$ cat src/rtl/ysyx_2022040010_cache_arbiter.sv
// Shares one burst memory port between I-cache refills and D-cache refills/writebacks.
// The D-cache wins a tie. A grant is held from IDLE until the DONE cycle, with no preemption.
module ysyx_2022040010_cache_arbiter #(
  parameter int ADDR_W     = 32,
  parameter int DATA_W     = 64,
  parameter int LINE_BEATS = 4
) (
  input  logic              clk,
  input  logic              rst,
  input  logic              ic_req,
  input  logic [ADDR_W-1:0] ic_addr,
  output logic              ic_rvalid,
  output logic              ic_done,
  input  logic              dc_req,
  input  logic              dc_we,
  input  logic [ADDR_W-1:0] dc_addr,
  input  logic [DATA_W-1:0] dc_wdata,
  output logic              dc_wnext,
  output logic              dc_rvalid,
  output logic              dc_done,
  output logic [DATA_W-1:0] rdata,
  output logic              mem_avalid,
  input  logic              mem_aready,
  output logic [ADDR_W-1:0] mem_addr,
  output logic              mem_we,
  output logic              mem_wvalid,
  input  logic              mem_wready,
  output logic [DATA_W-1:0] mem_wdata,
  output logic              mem_wlast,
  input  logic              mem_rvalid,
  input  logic [DATA_W-1:0] mem_rdata,
  input  logic              mem_bvalid,
  output logic              stallreq_for_cache,
  output logic              rw_over
);
  localparam int OFF_W = $clog2(LINE_BEATS * DATA_W / 8);
  localparam int CNT_W = $clog2(LINE_BEATS);
  localparam logic [CNT_W-1:0]  LAST_BEAT = CNT_W'(LINE_BEATS - 1);
  localparam logic [ADDR_W-1:0] OFF_MASK  = ADDR_W'((64'd1 << OFF_W) - 64'd1);

  typedef enum logic [2:0] {
    S_IDLE, S_ADDR, S_RDATA, S_WDATA, S_WRESP, S_DONE
  } state_e;

  state_e              state_q, state_d;
  logic                grant_dc_q, grant_dc_d;
  logic [ADDR_W-1:0]   addr_q, addr_d;
  logic                we_q, we_d;
  logic [CNT_W-1:0]    cnt_q, cnt_d;
  logic                stall;

  always_ff @(posedge clk or posedge rst) begin
    if (rst) begin
      state_q    <= S_IDLE;
      grant_dc_q <= 1'b0;
      addr_q     <= '0;
      we_q       <= 1'b0;
      cnt_q      <= '0;
    end else begin
      state_q    <= state_d;
      grant_dc_q <= grant_dc_d;
      addr_q     <= addr_d;
      we_q       <= we_d;
      cnt_q      <= cnt_d;
    end
  end

  // A command or beat moves on a cycle where its valid and ready are both high.
  // Valid never depends on ready. The read side has no ready, so mem_rvalid alone moves a beat.
  always_comb begin
    state_d    = state_q;
    grant_dc_d = grant_dc_q;
    addr_d     = addr_q;
    we_d       = we_q;
    cnt_d      = cnt_q;
    stall      = 1'b0;
    ic_rvalid  = 1'b0;
    ic_done    = 1'b0;
    dc_wnext   = 1'b0;
    dc_rvalid  = 1'b0;
    dc_done    = 1'b0;
    rdata      = '0;
    mem_avalid = 1'b0;
    mem_addr   = '0;
    mem_we     = 1'b0;
    mem_wvalid = 1'b0;
    mem_wdata  = '0;
    mem_wlast  = 1'b0;
    rw_over    = 1'b0;
    unique case (state_q)
      S_IDLE: begin
        stall = ic_req | dc_req;
        if (dc_req) begin
          grant_dc_d = 1'b1;
          addr_d     = dc_addr & ~OFF_MASK;
          we_d       = dc_we;
          state_d    = S_ADDR;
        end else if (ic_req) begin
          grant_dc_d = 1'b0;
          addr_d     = ic_addr & ~OFF_MASK;
          we_d       = 1'b0;
          state_d    = S_ADDR;
        end
      end
      S_ADDR: begin
        stall      = 1'b1;
        mem_avalid = 1'b1;
        mem_addr   = addr_q;
        mem_we     = we_q;
        if (mem_aready) state_d = we_q ? S_WDATA : S_RDATA;
      end
      S_RDATA: begin
        stall = 1'b1;
        if (mem_rvalid) begin
          rdata     = mem_rdata;
          ic_rvalid = ~grant_dc_q;
          dc_rvalid = grant_dc_q;
          cnt_d     = cnt_q + CNT_W'(1);
          if (cnt_q == LAST_BEAT) state_d = S_DONE;
        end
      end
      S_WDATA: begin
        stall      = 1'b1;
        mem_wvalid = 1'b1;
        mem_wdata  = dc_wdata;
        mem_wlast  = (cnt_q == LAST_BEAT);
        if (mem_wready) begin
          dc_wnext = 1'b1;
          cnt_d    = cnt_q + CNT_W'(1);
          if (cnt_q == LAST_BEAT) state_d = S_WRESP;
        end
      end
      S_WRESP: begin
        stall = 1'b1;
        if (mem_bvalid) state_d = S_DONE;
      end
      S_DONE: begin
        rw_over = 1'b1;
        ic_done = ~grant_dc_q;
        dc_done = grant_dc_q;
        cnt_d   = '0;
        state_d = S_IDLE;
      end
      default: state_d = S_IDLE;
    endcase
  end

  // Stall is masked while in reset so every output reads 0 as soon as rst rises.
  assign stallreq_for_cache = stall & ~rst;

endmodule

$ cat config.mk
export PLATFORM = sky130hd
export DESIGN_NAME = ysyx_2022040010_cache_arbiter
export DESIGN_NICKNAME = d
export VERILOG_FILES = /design/src/rtl/ysyx_2022040010_cache_arbiter.sv
export SDC_FILE = /design/constraint.sdc
export NUM_CORES = 1
export LEC_CHECK = 0
export CORE_AREA = 2 2 145 147
export CTS_CLUSTER_SIZE = 10
export DETAILED_ROUTE_END_ITERATION = 7
export DIE_AREA = 0 0 147 149
export HOLD_SLACK_MARGIN = 0.06
export SKIP_LAST_GASP = 1
export SYNTH_ARGS = -nofsm -noshare
export SYNTH_HDL_FRONTEND = slang
export SYNTH_SLANG_ARGS = --single-unit
$ cat constraint.sdc
create_clock -name clk -period 1.6 [get_ports clk]
set_clock_uncertainty 0.1 [all_clocks]
set_input_delay 0.16 -clock clk [delete_from_list [all_inputs] [get_ports clk]]
set_output_delay 0.16 -clock clk [all_outputs]
set_load 0.02 [all_outputs]
==> impl_metrics.json <==
{
  "wirelength_mm": 19.7,
  "ir_drop_v": 0.000800,
  "synth_ff_type": "dfrtp_1",
  "synth.most_common_cell": "and2_1",
  "rsz0062_at_grt": "yes",
  "cts.htree.levels": 2,
  "yosys_warnings": 0,
  "timing.rr.end": "state_q[0]",
  "drive_above_1_share_pct": 48.1,
  "finalSetupTns_ps": -55140,
  "violations": "setup timing",
  "min_from": "dc_req",
  "clk_pin_slew_ps": 60,
  "gp_congestion": 0.785,
  "synth_area_per_cell_um2": 7.96,
  "synth-seq-cells": 34,
  "grt_pass1_wl_mm": 24.7,
  "cts_root_buffer": "clkbuf_16",
  "reg2regPathDepth": 6,
  "area_growth_pct": 186,
  "power_uw": 12800,
  "numPortBuffers": 356,
  "outcome": "complete, but fails checks",
  "min_to": "we_q",
  "dp_hpwl_mm": 14.2,
  "critPathKind": "flip-flop to output port",
  "hold_depth": 3,
  "setup_viol": 195,
  "numCtsBuffers": 5,
  "netlist_top_cells_area": "and2_1, dfrtp_1, mux2i_1",
  "synth_commonest_cells": "and2_1, nor2_1, dfrtp_1",
  "finalCriticalPeriod_ps": 1990,
  "hold_path.class": "input port to flip-flop",
  "cp-start-kind": "flip-flop",
  "core_area_um2": 20600,
  "power_leakage_uw": 0.00371,
  "cts_max_path_buffers": 2,
  "end_kind": "output port",
  "hold_buffers": 0,
  "vias_per_cell": 3.88,
  "rrSetupSlack_ps": -370,
  "initial_core_util_pct": 14.0,
  "max_freq_mhz": 503,
  "synth_cell_type_count": 35,
  "clkLatencyLatePin_ps": 280,
  "drt_iter0_drc": 96,
  "nets": 980,
  "yosysTopAreaCell": "and2_1",
  "timing.rr.start": "state_q[0]",
  "cp.arrival_ps": 1730,
  "gr-total-overflow": 0,
  "drc_errors": 0,
  "grt_antenna_before_repair": 1,
  "cp_max_fo": 8,
  "die_area_um2": 21900,
  "yosys.area.top_type_share_pct": 34.7,
  "grt_max_degree": 38,
  "synth_edf_count": 0,
  "netlist_instances": 362,
  "worstPathRequired_ps": 1340,
  "gr-usage-all-layers_pct": 15.1,
  "dieHeight_um": 149,
  "vias": 4084,
  "cts_sinks": 34,
  "synth_area_um2": 2880,
  "rows": 53,
  "p_per_area_nw_per_um2": 1560,
  "async_flop_share_pct": 100,
  "worst_slack_ps": -387,
  "cts_tree": "yes",
  "grt_pass1_vias": 3762,
  "die_x_um": 147,
  "ant_nets": 0,
  "firstDrtPassIters": 4,
  "ios": 372,
  "seq_area_frac_synth_pct": 29.5,
  "wl_per_cell_um": 18.7,
  "slew_violations": 0,
  "hold_viol": 0,
  "maxCapViolations": 0,
  "fin_crit_sh_pct": 124
}
cell type report:
class	count	area, um^2
multi-input combinational	294	2180
clock buffer	6	139
sequential	34	853
antenna	1	2.50
tap	275	344
inverter	3	11.3
timing repair buffer	440	4710
fill	2060	12300
stage by stage:
| step | setup WS (ps) | instances | util [%] | hold slack [ps] | cell area (um^2) |
|---|---|---|---|---|---|
| 4_1_cts | -406 | 1013 | 36.1 | 75.4 | 7430 |
| 5_1_grt | -457 | 1052 | 40.1 | 101 | 8240 |
| 3_5_place_dp | -612 | 998 | 34.0 | 377 | 6980 |
| 2_1_floorplan | -26.9 | 366 | - | 202 | 2900 |
| 3_3_place_gp | -592 | 998 | 34.0 | 363 | 6980 |
| 6_report | -387 | 1053 | 40.1 | 75.5 | 8240 |
power breakdown:
| part | internal (uW) | switching (uW) |
|---|---|---|
| clock | 602 | 365 |
| combinational | 5650 | 4630 |
| sequential | 1300 | 279 |
state kept, by name, summed over array words and instances (netlist names):
register and cells:
cnt_q 2, we_q 1, grant_dc_q 1, addr_q 27, state_q 3
layout by cell type, fill, tap and decap left out, drive strengths merged, types with 2 or more instances in the layout:
cell,instances
buf,213
clkdlybuf4s50,189
and2,160
nor2,35
dfrtp,34
a21oi,31
mux2i,27
clkdlybuf4s15,25
clkbuf,19
nand2,6
conb,5
nor2b,4
inv,3
nor3,3
nand2b,2
a31oi,2
nand3,2
nor3b,2
metal layers:
metal | global-route usage, % | vias up | part of all wire [%]
met5 | 0 | - | 0.066
met4 | 3.03 | 2 | 1.0
met3 | 4.89 | 13 | 8.1
met2 | 24.6 | 191 | 47
met1 | 19.7 | 1885 | 44
li1 | - | 1993 | -
critical path, stage by stage (launching register included):
cell	delay (ps)
dfrtp_2	440
nand2b_4	160
nor2_4	140
buf_12	150
buf_12	130
buf_16	130
and2_4	150
buf_12	120
worst max path at each step:
stage,from,end,depth (start not counted)
after global placement,mem_rvalid,rdata[45],6
after floorplan,state_q[0],state_q[0],4
after detailed placement,mem_rvalid,rdata[45],6
after global routing,state_q[2],dc_rvalid,7
after CTS,state_q[0],rdata[45],5
final,state_q[0],rdata[58],7
what timing repair did:
action | in CTS | in global routing
gates resized for setup | 510 | 425
pin swaps | 17 | 47
cloned | 4 | 16
endpoints found under the setup margin | 196 | 196
buffers inserted | 5 | 26
cell families after synthesis:
group                      after synthesis  synth area share, %
DFF                                     34                 29.5
muxes                                   28                 9.77
other                                    1                0.130
buffers and inverters                   38                 7.47
and+or+nand+nor                        217                 43.6
adders and majority gates                1                0.434
AOI/OAI and AO/OA                       43                 9.11
No activity file was read; power rests on OpenSTA's default activity.
